===== config.mk =====
export PLATFORM = sky130hd
export DESIGN_NAME = dmem_byte_ctrl_flat
export DESIGN_NICKNAME = d
export VERILOG_FILES = /design/src/rtl/dmem_pkg.sv /design/src/rtl/dmem_byte_ctrl_if.sv /design/src/rtl/dmem_rr_arb.sv /design/src/rtl/dmem_byte_ctrl.sv /design/src/flat_wrapper.sv
export SDC_FILE = /design/constraint.sdc
export NUM_CORES = 1
export LEC_CHECK = 0
export CORE_MARGIN = 8
export CORE_UTILIZATION = 43
export CTS_CLUSTER_DIAMETER = 50
export DETAILED_ROUTE_END_ITERATION = 8
export MAX_ROUTING_LAYER = met4
export PLACE_DENSITY = 0.79
export SLEW_MARGIN = 25
export SYNTH_ARGS = -nofsm -noshare
export SYNTH_HDL_FRONTEND = slang
export SYNTH_SLANG_ARGS = --single-unit

===== constraint.sdc =====
create_clock -name clk -period 4.07 [get_ports clk]
set_input_delay 0.6105 -clock clk [delete_from_list [all_inputs] [get_ports clk]]
set_output_delay 0.6105 -clock clk [all_outputs]
set_load 0.05 [all_outputs]

===== src/rtl/dmem_pkg.sv =====
// Shared definitions for the byte-serialising data-memory controller: access widths,
// beat count, FSM states and the load-extension helper also used by core writeback.
package dmem_pkg;

    localparam logic [1:0] WIDTH_BYTE = 2'b00;
    localparam logic [1:0] WIDTH_HALF = 2'b01;
    localparam logic [1:0] WIDTH_WORD = 2'b11;

    typedef enum logic [1:0] {
        StIdle,
        StIssue,
        StWait
    } dmemState_e;

    // Encoding 2'b10 is reserved and behaves as a word.
    function automatic logic [2:0] beats(input logic [1:0] width);
        case (width)
            WIDTH_BYTE: beats = 3'd1;
            WIDTH_HALF: beats = 3'd2;
            default:    beats = 3'd4;
        endcase
    endfunction

    function automatic logic [31:0] loadExtend(input logic [1:0]  width,
                                               input logic        sign,
                                               input logic [31:0] data);
        case (width)
            WIDTH_BYTE: loadExtend = {{24{sign & data[7]}}, data[7:0]};
            WIDTH_HALF: loadExtend = {{16{sign & data[15]}}, data[15:0]};
            default:    loadExtend = data;
        endcase
    endfunction

endpackage


===== src/rtl/dmem_byte_ctrl_if.sv =====
// One requester port of dmem_byte_ctrl: request handshake plus completion pulse.
interface dmem_byte_ctrl_if;

    logic        valid;
    logic        ready;
    logic        we;
    logic [1:0]  width;
    logic        sign;
    logic [31:0] addr;
    logic [31:0] wdata;
    logic        resp_valid;
    logic [31:0] resp_rdata;

    modport master (
        output valid, we, width, sign, addr, wdata,
        input  ready, resp_valid, resp_rdata
    );

    modport slave (
        input  valid, we, width, sign, addr, wdata,
        output ready, resp_valid, resp_rdata
    );

endinterface


===== src/rtl/dmem_rr_arb.sv =====
// Two-way request arbiter. Round-robin by default; defining DMEM_ARB_FIXED_PRIO_EN
// selects strict priority to port 0 and drops the last-grant state.
module dmem_rr_arb (
    input  logic       clk,
    input  logic       rst_n,
    input  logic [1:0] valid,
    input  logic       advance,
    output logic [1:0] grant
);

`ifdef DMEM_ARB_FIXED_PRIO_EN

    logic unusedArbInputs;
    assign unusedArbInputs = ^{clk, rst_n, advance};

    always_comb begin
        grant = 2'b00;
        if (valid[0]) begin
            grant = 2'b01;
        end else if (valid[1]) begin
            grant = 2'b10;
        end
    end

`else

    logic lastGrantQ;

    // On a tie the port that did not win last time is favoured.
    always_comb begin
        grant = valid;
        if (valid == 2'b11) begin
            grant = lastGrantQ ? 2'b01 : 2'b10;
        end
    end

    always_ff @(posedge clk or negedge rst_n) begin
        if (!rst_n) begin
            lastGrantQ <= 1'b1;
        end else if (advance) begin
            lastGrantQ <= grant[1];
        end
    end

`endif

endmodule


===== src/rtl/dmem_byte_ctrl.sv =====
// Arbitrates two load/store ports onto a byte-wide single-port RAM, one byte beat per cycle.
// Arbitration mode is selected by DMEM_ARB_FIXED_PRIO_EN (see dmem_rr_arb).
module dmem_byte_ctrl
    import dmem_pkg::*;
#(
    parameter int unsigned ADDR_W = 10
) (
    input  logic              clk,
    input  logic              rst_n,
    dmem_byte_ctrl_if.slave   req0,
    dmem_byte_ctrl_if.slave   req1,
    output logic              ram_en,
    output logic              ram_we,
    output logic [ADDR_W-1:0] ram_addr,
    output logic [7:0]        ram_wdata,
    input  logic [7:0]        ram_rdata
);

    dmemState_e        stateQ, stateD;
    logic [1:0]        beatQ, beatD;
    logic              ownerQ, ownerD;
    logic              weQ, weD;
    logic              signQ, signD;
    logic [1:0]        widthQ, widthD;
    logic [ADDR_W-1:0] addrQ, addrD;
    logic [31:0]       wdataQ, wdataD;
    logic [31:0]       asmQ, asmD, asmMerged;
    logic              rdPendQ, rdPendD;
    logic [1:0]        rdLaneQ, rdLaneD;
    logic [1:0]        respValidQ, respValidD;
    logic [31:0]       respRdataQ, respRdataD;

    logic [1:0]        reqValid;
    logic [1:0]        grant;
    logic              accept;
    logic              lastBeat;
    logic              selWe;
    logic              selSign;
    logic [1:0]        selWidth;
    logic [31:0]       selAddr;
    logic [31:0]       selWdata;

    logic unusedAddrBits;
    assign unusedAddrBits = ^{req0.addr[31:ADDR_W], req1.addr[31:ADDR_W]};

    assign reqValid = {req1.valid, req0.valid};
    assign accept   = (stateQ == StIdle) && (grant != 2'b00);

    dmem_rr_arb uArb (
        .clk    (clk),
        .rst_n  (rst_n),
        .valid  (reqValid),
        .advance(accept),
        .grant  (grant)
    );

    // Grant already implies valid, so ready only needs the idle qualifier.
    assign req0.ready = (stateQ == StIdle) && grant[0];
    assign req1.ready = (stateQ == StIdle) && grant[1];

    assign selWe    = grant[1] ? req1.we    : req0.we;
    assign selSign  = grant[1] ? req1.sign  : req0.sign;
    assign selWidth = grant[1] ? req1.width : req0.width;
    assign selAddr  = grant[1] ? req1.addr  : req0.addr;
    assign selWdata = grant[1] ? req1.wdata : req0.wdata;

    assign lastBeat = ({1'b0, beatQ} == (beats(widthQ) - 3'd1));

    // Read data trails its beat by one cycle; fold it in before it is registered.
    always_comb begin
        asmMerged = asmQ;
        if (rdPendQ) begin
            asmMerged[{rdLaneQ, 3'b000} +: 8] = ram_rdata;
        end
    end

    always_comb begin
        stateD     = stateQ;
        beatD      = beatQ;
        ownerD     = ownerQ;
        weD        = weQ;
        signD      = signQ;
        widthD     = widthQ;
        addrD      = addrQ;
        wdataD     = wdataQ;
        asmD       = asmMerged;
        rdPendD    = (stateQ == StIssue) && !weQ;
        rdLaneD    = beatQ;
        respValidD = 2'b00;
        respRdataD = '0;

        case (stateQ)
            StIdle: begin
                if (accept) begin
                    stateD = StIssue;
                    beatD  = '0;
                    ownerD = grant[1];
                    weD    = selWe;
                    signD  = selSign;
                    widthD = selWidth;
                    addrD  = selAddr[ADDR_W-1:0];
                    wdataD = selWdata;
                    asmD   = '0;
                end
            end
            StIssue: begin
                if (lastBeat) begin
                    beatD = '0;
                    if (weQ) begin
                        stateD     = StIdle;
                        respValidD = ownerQ ? 2'b10 : 2'b01;
                    end else begin
                        stateD = StWait;
                    end
                end else begin
                    beatD = beatQ + 2'd1;
                end
            end
            StWait: begin
                stateD     = StIdle;
                respValidD = ownerQ ? 2'b10 : 2'b01;
                respRdataD = loadExtend(widthQ, signQ, asmMerged);
            end
            default: begin
                stateD = StIdle;
            end
        endcase
    end

    always_ff @(posedge clk or negedge rst_n) begin
        if (!rst_n) begin
            stateQ     <= StIdle;
            beatQ      <= '0;
            ownerQ     <= 1'b0;
            weQ        <= 1'b0;
            signQ      <= 1'b0;
            widthQ     <= WIDTH_BYTE;
            addrQ      <= '0;
            wdataQ     <= '0;
            asmQ       <= '0;
            rdPendQ    <= 1'b0;
            rdLaneQ    <= '0;
            respValidQ <= 2'b00;
            respRdataQ <= '0;
        end else begin
            stateQ     <= stateD;
            beatQ      <= beatD;
            ownerQ     <= ownerD;
            weQ        <= weD;
            signQ      <= signD;
            widthQ     <= widthD;
            addrQ      <= addrD;
            wdataQ     <= wdataD;
            asmQ       <= asmD;
            rdPendQ    <= rdPendD;
            rdLaneQ    <= rdLaneD;
            respValidQ <= respValidD;
            respRdataQ <= respRdataD;
        end
    end

    // RAM strobes are decoded from state so reset forces them low at once.
    assign ram_en    = (stateQ == StIssue);
    assign ram_we    = ram_en && weQ;
    assign ram_addr  = ram_en ? (addrQ + ADDR_W'(beatQ)) : '0;
    assign ram_wdata = ram_we ? wdataQ[{beatQ, 3'b000} +: 8] : 8'h00;

    assign req0.resp_valid = respValidQ[0];
    assign req1.resp_valid = respValidQ[1];
    assign req0.resp_rdata = respValidQ[0] ? respRdataQ : 32'h0;
    assign req1.resp_rdata = respValidQ[1] ? respRdataQ : 32'h0;

endmodule

===== src/flat_wrapper.sv =====
// flat-port wrapper written by rule: the top's interface ports become plain ports
module dmem_byte_ctrl_flat import dmem_pkg::*;
#(
    parameter int unsigned ADDR_W = 10
)
  (clk, rst_n, ram_en, ram_we, ram_addr, ram_wdata, ram_rdata, req0_valid, req0_we, req0_width, req0_sign, req0_addr, req0_wdata, req0_ready, req0_resp_valid, req0_resp_rdata, req1_valid, req1_we, req1_width, req1_sign, req1_addr, req1_wdata, req1_ready, req1_resp_valid, req1_resp_rdata);
  dmem_byte_ctrl_if req0_i ();
  dmem_byte_ctrl_if req1_i ();
  input  logic clk;
  input  logic rst_n;
  output logic ram_en;
  output logic ram_we;
  output logic [ADDR_W-1:0] ram_addr;
  output logic [7:0] ram_wdata;
  input  logic [7:0] ram_rdata;
  input wire logic [$bits(req0_i.valid)-1:0] req0_valid;
  input wire logic [$bits(req0_i.we)-1:0] req0_we;
  input wire logic [$bits(req0_i.width)-1:0] req0_width;
  input wire logic [$bits(req0_i.sign)-1:0] req0_sign;
  input wire logic [$bits(req0_i.addr)-1:0] req0_addr;
  input wire logic [$bits(req0_i.wdata)-1:0] req0_wdata;
  output wire logic [$bits(req0_i.ready)-1:0] req0_ready;
  output wire logic [$bits(req0_i.resp_valid)-1:0] req0_resp_valid;
  output wire logic [$bits(req0_i.resp_rdata)-1:0] req0_resp_rdata;
  input wire logic [$bits(req1_i.valid)-1:0] req1_valid;
  input wire logic [$bits(req1_i.we)-1:0] req1_we;
  input wire logic [$bits(req1_i.width)-1:0] req1_width;
  input wire logic [$bits(req1_i.sign)-1:0] req1_sign;
  input wire logic [$bits(req1_i.addr)-1:0] req1_addr;
  input wire logic [$bits(req1_i.wdata)-1:0] req1_wdata;
  output wire logic [$bits(req1_i.ready)-1:0] req1_ready;
  output wire logic [$bits(req1_i.resp_valid)-1:0] req1_resp_valid;
  output wire logic [$bits(req1_i.resp_rdata)-1:0] req1_resp_rdata;
  assign req0_i.valid = req0_valid;
  assign req0_i.we = req0_we;
  assign req0_i.width = req0_width;
  assign req0_i.sign = req0_sign;
  assign req0_i.addr = req0_addr;
  assign req0_i.wdata = req0_wdata;
  assign req0_ready = req0_i.ready;
  assign req0_resp_valid = req0_i.resp_valid;
  assign req0_resp_rdata = req0_i.resp_rdata;
  assign req1_i.valid = req1_valid;
  assign req1_i.we = req1_we;
  assign req1_i.width = req1_width;
  assign req1_i.sign = req1_sign;
  assign req1_i.addr = req1_addr;
  assign req1_i.wdata = req1_wdata;
  assign req1_ready = req1_i.ready;
  assign req1_resp_valid = req1_i.resp_valid;
  assign req1_resp_rdata = req1_i.resp_rdata;
  dmem_byte_ctrl #(.ADDR_W(ADDR_W)) u_core (.clk(clk), .rst_n(rst_n), .req0(req0_i), .req1(req1_i), .ram_en(ram_en), .ram_we(ram_we), .ram_addr(ram_addr), .ram_wdata(ram_wdata), .ram_rdata(ram_rdata));
endmodule

==> results of run 1 <==
## logic make-up after synthesis
| kind of cell | count (synthesis) |
|---|---|
| and+or+nand+nor | 212 |
| DFF | 121 |
| AOI/OAI and AO/OA | 119 |
| muxes | 58 |
| buffers and inverters | 46 |
| adders and majority gates | 11 |
| xor gates and xnor gates | 8 |
## sequential cells by signal, indices dropped and copies added, names as in the netlist
name                    count
u_core.asmQ                32
u_core.respRdataQ          32
u_core.wdataQ              32
u_core.addrQ               10
u_core.beatQ                2
u_core.rdLaneQ              2
u_core.respValidQ           2
u_core.stateQ               2
u_core.widthQ               2
u_core.ownerQ               1
u_core.rdPendQ              1
u_core.signQ                1
u_core.uArb.lastGrantQ      1
u_core.weQ                  1
## final timing paths
path                                               from                         endpoint  slack (ns)  cells past startpoint
setup / recovery           u_core.stateQ[1]$_DFFE_PN0P_                     ram_wdata[7]        0.62                      5
setup reg to reg            u_core.rdLaneQ[0]$_DFF_PN0_  u_core.respRdataQ[27]$_DFF_PN0_        1.45                      6
min in group clk                 u_core.weQ$_DFFE_PN0P_         u_core.rdPendQ$_DFF_PN0_        0.47                      1
hold / removal                                    rst_n      u_core.addrQ[8]$_DFFE_PN0P_        0.32                      1
max in group asynchronous                         rst_n  u_core.respRdataQ[21]$_DFF_PN0_        2.83                      2
hold reg to reg                  u_core.weQ$_DFFE_PN0P_         u_core.rdPendQ$_DFF_PN0_        0.47                      1
## Yosys cell counts (all sizes together) (2+ instances only)
cell type / n / area share
nor3: 4 / 0.0034
clkbuf: 27 / 0.017
a21o: 3 / 0.0038
mux2i: 48 / 0.080
mux2: 2 / 0.0038
o21ai: 57 / 0.048
nand2: 59 / 0.038
nor2b: 3 / 0.0031
dfrtp: 120 / 0.50
a22o: 2 / 0.0029
a211oi: 13 / 0.016
ha: 10 / 0.021
a22oi: 28 / 0.035
and2: 86 / 0.090
inv: 10 / 0.0063
nor2: 42 / 0.026
a21boi: 2 / 0.0025
buf: 9 / 0.0082
nor4: 3 / 0.0067
nand3: 8 / 0.0067
a21oi: 6 / 0.0050
xor2: 5 / 0.0073
xnor2: 3 / 0.0044
a311oi: 3 / 0.0044
mux4: 8 / 0.030
## where the power goes
part	switching, mW	total, mW	leakage, nW	internal (mW)
clock	0.485	1.46	0.291	0.973
combinational	1.09	1.81	1.82	0.720
sequential	0.281	1.81	1.60	1.53
## routing by layer
layer	up-vias	part of all wire	wire length [um]
met3	16	0.090	1390
met4	0	0.013	201
li1	2352	-	-
met5	-	0	0
met2	220	0.47	7240
met1	2283	0.43	6660
## layout make-up
type	count	area [um^2]	area share
Tap cell	180	225	0.0261
Clock inverter	7	91.3	0.0106
Clock buffer	23	498	0.0578
Multi-Input combinational cell	408	2780	0.322
Sequential cell	121	3030	0.351
Inverter	10	37.5	0.00435
Timing Repair Buffer	198	1960	0.228
## critical path, cell delays in order, from the launching register on
cell and delay [ns]:
sky130_fd_sc_hd__dfrtp_1 0.39, sky130_fd_sc_hd__inv_1 0.09, sky130_fd_sc_hd__ha_1 0.46, sky130_fd_sc_hd__and2_1 0.45, sky130_fd_sc_hd__and2_1 0.20, sky130_fd_sc_hd__clkdlybuf4s50_1 0.84
## stage by stage
stage	setup WS [ns]	cell area, um^2	utilization
2_1_floorplan	1.07	5970	-
5_1_grt	0.478	8620	0.628
3_3_place_gp	1.08	8030	0.585
4_1_cts	0.598	8620	0.628
6_report	0.618	8620	0.628
3_5_place_dp	1.04	8030	0.585
==> reports/summary.md, run 1 <==
The run finished with clean final reports. The number of hold buffers added after CTS was 0. The met3 layer usage reported by global route is 0.0520. The mean number of vias per cell is 5.14.

TritonCTS built the clock tree. Leakage component of the power: 3.71 nW. The busiest layer in global routing was met2.

The adder-cell share of the synthesized area is 0.0243, and the post-CTS setup buffer count is 0. Counting every net in the synthesized netlist gives 734. The sequential-to-total area share from yosys stat came out at 0.507. Leaving out filler cells and counting taps, the final layout contains 947. The share of async-settable or async-resettable flops after synthesis works out to 1.00. The logs give 96 for the largest net degree at the start of global routing and 236 for the number of ports placed on the die boundary. For the worst setup path, the data arrival time is 2.84 ns.

For the total negative setup slack, the log shows 0 ns. The final clock period utilization by the worst path was 0.848; the floorplan row count was 43. The number of enable flip-flop cells after synthesis works out to 0. The netlist area before placement was 5970 um^2; the number of iterations in the first detailed-routing pass was 4.

In this run the worst path has a maximum fanout of 16. The design draws 5.08 mW. The tools report the worst-case clock buffer depth as 2. After detailed routing, the average wire length per cell comes to 16.4 um. The fraction of synthesized area in multiplexers came out at 0.114. The worst setup path is of the reg -> out kind. The number of max-cap violations was 0; the core area was 13700 um^2. The path class of the tightest hold or removal check is in -> async.

The average instance in the mapped netlist occupies 10.4 um^2. The die is 134 um tall. The number of inserted diodes is 0.

The startpoint kind of the worst setup timing path was a flip-flop. The via count of the first global-routing pass was 5198; the time the final worst path needs with I/O delays and setup was 3.45 ns. Setup repair after global routing left no endpoint under its margin.

Transition time at the pin with the least slew margin: 0.929 ns. Relative to the synthesized area, the layout overhead comes to 44.4%. In this run the clock root is driven by a sky130_fd_sc_hd__clkbuf_16.

The gate count after technology mapping was 575; the number of clock sinks was 121. The tools report the number of hold-slack violations in the final timing report as 0. The dominant combinational cell family by area after synthesis is simple AND/OR/NAND/NOR gates. Across all layers, the routed design uses 4871 vias. In this run the remaining antenna-violating nets after routing total 0. The run gives 0.179 as the overall fraction of global-route tracks in use. STA classifies the critical path endpoint as an output pin. At the later pin of the worst-skew pair, clock insertion delay measures 0.39 ns. Setup violations remaining at the end of the flow were counted as 0. The floorplan step defined a die boundary enclosing 17900 um^2. Starting density of the core: 0.435.

The H-tree was split into 4 levels. The met2 routing resource usage after global routing is 0.283. Across the routed clock network, the largest skew measured is 0.00863 ns.

The total instance count after detailed placement was 917; the post-cts repair resize count was 0. The xor and xnor area share after synthesis works out to 0.0117. The first global-routing pass estimated 25400 um of wire. IR analysis of the VDD net gives a maximum drop of 0.261 mV. The clock-pin transition on the worst setup and hold timing paths was 0.05 ns; the final RePlAce weighted congestion was 0.862. The synthesized-area fraction occupied by ao, oa, aoi and oai cells came out at 0.127. The simple-gate share of the synthesized area is 0.183, and the met1 track demand over resource in global routing is 0.215. Data on the critical path is required at its endpoint by 3.46 ns. The run gives 0 as the final max-slew violation count. The netlist uses 44 different library cells. After detailed routing, the number of remaining DRC violations is 0. Wires add up to 15500 um. For this run, the post-layout net count is 915. Yosys printed 0 warnings. In the layout the commonest cells are sky130_fd_sc_hd__clkdlybuf4s50_1 (190), sky130_fd_sc_hd__dfrtp_1 (120), sky130_fd_sc_hd__and2_1 (86).

The aggregate global routing overflow came out at 0. Counting flops and latches in the post-synthesis netlist gives 121. For this run, the leading register cell type out of synthesis is sky130_fd_sc_hd__dfrtp_1.

The number of buffers created by CTS came out at 17. For the tightest slew margin relative to the limit, the log shows 0.375. The most common cell after layout, fill and taps aside was sky130_fd_sc_hd__clkdlybuf4s50_1. The number of antenna violations at the first check in global routing is 0, and the worst hold slack is 0.321 ns. The HPWL after detailed placement was 12100 um. The count of routing violations after the opening detailed-route iteration was 387.

Based on the critical path, the design can be clocked at up to 290 MHz. The total power density per cell area works out to 589 nW/um^2. The share of post-route cells with drive strength above 1 came out at 0.0717. In this run the tool buffered the top-level ports with 191 buffer cells. The die is 134 um wide.

The number of fill cells in the layout came out at 1102.
Note: power is estimated with default switching activity, not from simulation.
==> inputs of run 2 (changes only) <==
==> constraint.sdc (replaced) <==
create_clock -name clk -period 3.49 [get_ports clk]
set_input_delay 0.5235 -clock clk [delete_from_list [all_inputs] [get_ports clk]]
set_output_delay 0.5235 -clock clk [all_outputs]
set_load 0.05 [all_outputs]
==> reports/summary.md, run 2 (synthesis gave the netlist of run 1 again) <==
Dividing total power by cell area gives a power density of 666 nW/um^2. After the flow finishes, the layout carries non-filler instances totaling 946. After detailed routing, the total wire length is 15800 um. After layout, the worst setup slack is 0.295 ns.

The final layout contains 914 nets. After clock tree synthesis, the repair step resized 0 gates. Routability-driven placement finished with a final weighted congestion of 0.850. The count of port buffers added during placement is 191, and the combinational group share of total power is 0.368. In the routed layout, each cell is associated on average with a via count of 5.17. The count of buffering cells on the critical path with inverters included works out to 3. The total negative setup slack was 0 ns. Worst hold slack: 0.186 ns. The tools report the number of hold-slack violations in the final timing report as 0.

Buffers inserted during clock tree synthesis total 17. TritonCTS built the clock tree. The maximum cell stage delay along the critical path is 0.83 ns, and the area of the die is 17900 um^2. The flow ran to the end, and the final reports show no timing, DRC or antenna violations. Area growth from synthesis to layout: 43.1%. 236 I/O pins were placed. Transition time at the pin with the least slew margin: 0.909 ns.

The type of the worst setup path was reg -> out. After clock tree synthesis, the setup repair step added 0 buffers. The floorplan has 43 rows. After detailed routing, the average wire length per cell comes to 16.7 um.

The analysis attributes to cell leakage a power of 3.68 nW. OpenSTA, run right after detailed placement, puts the worst setup slack at 0.694 ns. Walking the worst path, the cells encountered are inv_1 > ha_1 > buf_4 > and2_1 > and2_1 > clkdlybuf4s50_1. Leaving out fill and tap cells, the most frequent cells in the layout are sky130_fd_sc_hd__clkdlybuf4s50_1 (181), sky130_fd_sc_hd__dfrtp_1 (120), sky130_fd_sc_hd__and2_1 (86). For this block, the initial DRC count from the detailed router was 345. The switching power share of the total is 0.381, and the overall fraction of global-route tracks in use is 0.181. CTS built an H-tree with a depth of 4. The completed layout was analyzed and its total power is 5.69 mW. Subtracting the final worst setup slack from the clock period gives 3.19 ns. After floorplanning, the core was sized to cover 13700 um^2. Entering global routing, the biggest net connects 96 pins. The number of iterations in the first detailed-routing pass came out at 6. Hold repair after CTS inserted 0 buffers. The tools report the final max-slew violation count as 0. The total instance count after detailed placement came out at 916.

The run gives 2.17 mW as the power dissipated by switching net loads. The die is 134 um tall. Leaving out fill and tap cells, the most frequent cell in the layout is sky130_fd_sc_hd__clkdlybuf4s50_1. Setup violations remaining at the end of the flow were counted as 0. The startpoint kind of the worst setup timing path was a flip-flop. The tools report the category of the worst setup path capture point as an output pin.

The source-to-sink clock delay at the later pin of the worst-skew pair was 0.40 ns; the setup skew after layout was 0.00702 ns. The worst-case IR drop observed on VDD is 0.311 mV. The root buffer cell chosen for the clock tree is sky130_fd_sc_hd__clkbuf_16. The run gives 0.435 as the starting density of the core. The tool flagged a number of max-cap violations equal to 0.

The number of antenna violations at the first check in global routing was 0; the die extent in x was 134 um. For the worst setup path, the data required time is 2.97 ns. The number of fill cells in the layout was 1094; the antenna violation net count after detailed routing was 0. Summing all placed instances gives a cell area of 8050 um^2. Setup repair after global routing left no endpoint under its margin. In the routed design, unresolved DRC markers number 0. The tools report the register share of total power as 0.376. In this run the worst path has a maximum fanout of 16. The relative contribution of the clock network to total power is 0.256. The largest registers in the layout are u_core.asmQ (32), u_core.respRdataQ (32), u_core.wdataQ (32). The routed layout has 4895 vias. The run gives 2.67 ns as the arrival time of the worst setup path.

The number of clock sinks was 121; the via count of the first global-routing pass was 5195. The run gives 25500 um as the global-route wire length before repair. After clock tree synthesis, the clock-pin slew on the worst setup and hold paths is 0.05 ns.

The logs give 3.52 mW for the cell-internal power and 313 MHz for the fmax. The number of antenna diodes in the final layout is 0. The worst hold path belongs to the class in -> async. Detailed placement finished with a half-perimeter wire length of 12100 um. The final clock period utilization by the worst path works out to 0.915.

The core occupancy in the finished layout is 0.623. Cell family contributing the most delay on the critical path: buffers and inverters. The tightest slew margin relative to the limit is 0.390. The critical path's slowest cell was sky130_fd_sc_hd__clkdlybuf4s50_1. After routing the design area is 8550 um^2. Aggregate global routing overflow: 0.

By instance count, the cell type seen most on the critical path is sky130_fd_sc_hd__and2_1. The share of post-route cells with drive strength above 1 works out to 0.0796. The tools report the worst-case clock buffer depth as 2.
[run 2: cell types whose count changed in the layout (fill, tap and decap cells not counted), sizes merged]
| cell | before | now |
|---|---|---|
| clkinvlp | 1 | 3 |
| bufinv | 2 | 0 |
| clkbuf | 23 | 20 |
| clkinv | 4 | 7 |
| buf | 8 | 16 |
| clkdlybuf4s50 | 190 | 181 |
[run 2: worst paths after layout]
check / start / cells past startpoint / slack (ns) / endpoint
max in group asynchronous: rst_n / 2 / 2.47 / u_core.uArb.lastGrantQ$_DFFE_PN1P_
worst min-delay path: rst_n / 1 / 0.19 / u_core.addrQ[7]$_DFFE_PN0P_
worst max register to register: u_core.rdLaneQ[0]$_DFF_PN0_ / 6 / 0.90 / u_core.respRdataQ[31]$_DFF_PN0_
worst min register to register: u_core.weQ$_DFFE_PN0P_ / 1 / 0.46 / u_core.rdPendQ$_DFF_PN0_
worst max-delay path: u_core.stateQ[1]$_DFFE_PN0P_ / 6 / 0.30 / ram_wdata[7]
min in group clk: u_core.weQ$_DFFE_PN0P_ / 1 / 0.46 / u_core.rdPendQ$_DFF_PN0_
[run 2: final cells by class]
class | instances | area, um^2 | area share
tap | 180 | 225 | 0.0264
inverter | 10 | 37.5 | 0.00439
timing repair buffer | 197 | 1980 | 0.232
clock inverter | 10 | 57.6 | 0.00673
sequential | 121 | 3030 | 0.354
clock buffer | 20 | 437 | 0.0511
multi-input combinational | 408 | 2780 | 0.325
[run 2: layer usage]
layer	global-route usage	wire, um	vias to the layer above
met5	-	0	-
met4	0.0605	229	0
met3	0.0539	1240	17
met2	0.291	7450	236
met1	0.214	6890	2295
li1	-	-	2347
[run 2: worst register-to-register path: cells and delay by family (launching register included)]
family,cells,cell delay [ns]
AOI/OAI and AO/OA,2,0.82
DFF,1,0.49
adders and majority gates,1,0.40
muxes,1,0.30
and+or+nand+nor,1,0.22
buffers and inverters,1,0.18
[run 2: power by group through the flow]
stage	clock network [mW]	registers (mW)	logic [mW]
finish	1.45	2.14	2.09
global route	1.56	2.20	2.30
CTS	1.49	2.14	2.13
detailed placement	0	2.16	2.12
global placement	0	2.12	2.05
floorplan	0	2.00	1.55
==> inputs of run 3 (changes only) <==
--- a/config.mk
+++ b/config.mk
@@ -11,6 +11,7 @@
 export DETAILED_ROUTE_END_ITERATION = 8
 export MAX_ROUTING_LAYER = met4
 export PLACE_DENSITY = 0.79
+export SETUP_SLACK_MARGIN = 0.5
 export SLEW_MARGIN = 25
 export SYNTH_ARGS = -nofsm -noshare
 export SYNTH_HDL_FRONTEND = slang
==> reports/summary.md, run 3 (synthesis gave the netlist of run 1 again) <==
The die is 134 um wide. The logs give 13700 um^2 for the core area and 8050 um^2 for the cell area after placement. Largest fanout on the critical path: 16.

In the final routed layout, each cell accounts on average for 16.8 um. 0 antenna diodes ended up in the layout. The global-route wire length before repair was 25500 um.

The area growth from synthesis to layout is 43.1%. VDD sags by at most 0.311 mV. The via count of the first global-routing pass was 5195. The worst register-to-register path begins at u_core.rdLaneQ[0]$_DFF_PN0_.

Vertical die dimension: 134 um. The run finished with clean final reports. The tools report the setup skew after layout as 0.00657 ns.

The number of design rule violations left after detail routing was 0. The number of antenna violations at the first check in global routing was 0; the mean number of vias per cell was 5.19. At the worst endpoint, the arrival time is 2.32 ns. STA classifies the critical path startpoint as a flip-flop. Timing would allow up to 352 MHz.

The count of routing violations after the opening detailed-route iteration is 347, and the final max-slew violation count is 0. The number of setup buffers added after CTS is 0. The worst-case register-to-register setup slack is 0.89 ns, and the total negative setup slack is 0 ns.

For the starting density of the core, the log shows 0.435. The clock reaches the later pin of the worst-skew pair after 0.40 ns. The worst path in the final design needs a cycle of 2.84 ns, including I/O delays and setup. The tools report the worst-case clock buffer depth as 2. Type of the worst setup path: reg -> out. The length in cells of the worst reg-to-reg path is 6. The run gives 0.181 as the overall fraction of global-route tracks in use. The cell sitting at the root of the clock tree is a sky130_fd_sc_hd__clkbuf_16.

Setup repair after global routing could not meet its margin everywhere. Across the run, the number of max-cap violations was 0. The die covers 17900 um^2. The via total after detailed routing came out at 4912. Clock-pin slew was measured on the worst setup and hold paths at 0.05 ns.

The HPWL after detailed placement is 12100 um, and the total power density per cell area is 664 nW/um^2. The number of buffers created by CTS is 17. Category of the worst setup path capture point: an output pin. The worst register-to-register path ends at u_core.respRdataQ[31]$_DFF_PN0_.

The count of port buffers added during placement is 191. Data on the critical path is required at its endpoint by 2.97 ns. The final clock period utilization by the worst path was 0.815. Counting the fill cells in the layout gives 1091. The logs give 15900 um for the total detailed-routing wirelength and 0 for the antenna violation net count after detailed routing. The floorplan has 43 rows. For the number of buffers inserted by hold repair at cts, the log shows 0.

Pin placement for this block handled 236 I/O pins. The most common cell after layout, fill and taps aside is sky130_fd_sc_hd__clkdlybuf4s50_1. Routability-driven placement finished with a final weighted congestion of 0.850. The share of post-route cells with drive strength above 1 came out at 0.0836. Number of hold-slack violations in the final timing report: 0. At the pin with the least slew margin, the transition time is 0.902 ns. After the last flow step, the layout net total stands at 914. Leakage component of the power: 3.74 nW. The run gives 96 as the largest net degree at the start of global routing. Across all hold checks on the routed design, the worst slack comes to 0.190 ns. With fillers left out, the area of the finished cells amounts to 8550 um^2. The tightest min-delay check is of the in -> async type. The number of H-tree levels was 4. The first detailed-routing pass took 5 iterations. TritonCTS built the clock tree. The total overflow left after global routing is 0.

In this run, post-CTS repair resized a total of 11 instances. The run gives 0.394 as the tightest slew margin relative to the limit. Setup violations remaining at the end of the flow were counted as 0.

The largest registers in the layout are u_core.asmQ (32), u_core.respRdataQ (32), u_core.wdataQ (32). Leaving out fill and tap cells, the most frequent cells in the layout are sky130_fd_sc_hd__clkdlybuf4s50_1 (171), sky130_fd_sc_hd__dfrtp_1 (119), sky130_fd_sc_hd__and2_1 (85). Counting every sink on the clock net gives 121.
[run 3: per-stage QoR]
| step | utilization | total power [mW] | setup slack [ns] | std cells |
|---|---|---|---|---|
| 2_1_floorplan | - | 3.56 | 0.576 | 575 |
| 3_3_place_gp | 0.587 | 4.17 | 0.694 | 916 |
| 3_5_place_dp | 0.587 | 4.28 | 0.694 | 916 |
| 4_1_cts | 0.622 | 5.74 | 0.538 | 946 |
| 5_1_grt | 0.623 | 6.04 | 0.501 | 946 |
| 6_report | 0.623 | 5.68 | 0.646 | 946 |
[run 3: how the worst max path moves through the flow]
stage / start / to / slack, ns / cells past startpoint
5_1_grt: u_core.beatQ[1]$_DFFE_PN0P_ / ram_addr[9] / 0.50 / 6
3_5_place_dp: u_core.stateQ[1]$_DFFE_PN0P_ / ram_wdata[2] / 0.69 / 6
3_3_place_gp: u_core.stateQ[1]$_DFFE_PN0P_ / ram_wdata[7] / 0.69 / 6
6_report: u_core.beatQ[1]$_DFFE_PN0P_ / ram_addr[9] / 0.65 / 6
2_1_floorplan: u_core.stateQ[1]$_DFFE_PN0P_ / ram_addr[5] / 0.58 / 4
4_1_cts: u_core.beatQ[1]$_DFFE_PN0P_ / ram_addr[9] / 0.54 / 6
[run 3: routing by layer]
metal,track usage,part of all wire
met5,-,0
met4,0.0605,0.015
met3,0.0539,0.079
met2,0.291,0.47
met1,0.214,0.44
[run 3: critical path, cell delays in order, from the launching register on]
cell and delay, ns:
sky130_fd_sc_hd__dfrtp_2 0.55, sky130_fd_sc_hd__ha_1 0.34, sky130_fd_sc_hd__a21oi_1 0.14, sky130_fd_sc_hd__nor4b_2 0.37
sky130_fd_sc_hd__xor2_1 0.19, sky130_fd_sc_hd__and2_1 0.19, sky130_fd_sc_hd__buf_12 0.14
[run 3: final cells by class]
| type | count | area [um^2] | share of cell area |
|---|---|---|---|
| clock buffer | 20 | 437 | 0.0511 |
| clock inverter | 10 | 57.6 | 0.00673 |
| inverter | 10 | 37.5 | 0.00439 |
| multi-input combinational | 408 | 2790 | 0.326 |
| sequential | 121 | 3030 | 0.355 |
| tap | 180 | 225 | 0.0264 |
| timing repair buffer | 197 | 1970 | 0.231 |
[run 3: power breakdown]
| part | total (mW) | internal [mW] | switching (mW) |
|---|---|---|---|
| Combinational | 2.08 | 0.832 | 1.25 |
| Sequential | 2.14 | 1.79 | 0.358 |
| Clock | 1.45 | 0.885 | 0.568 |
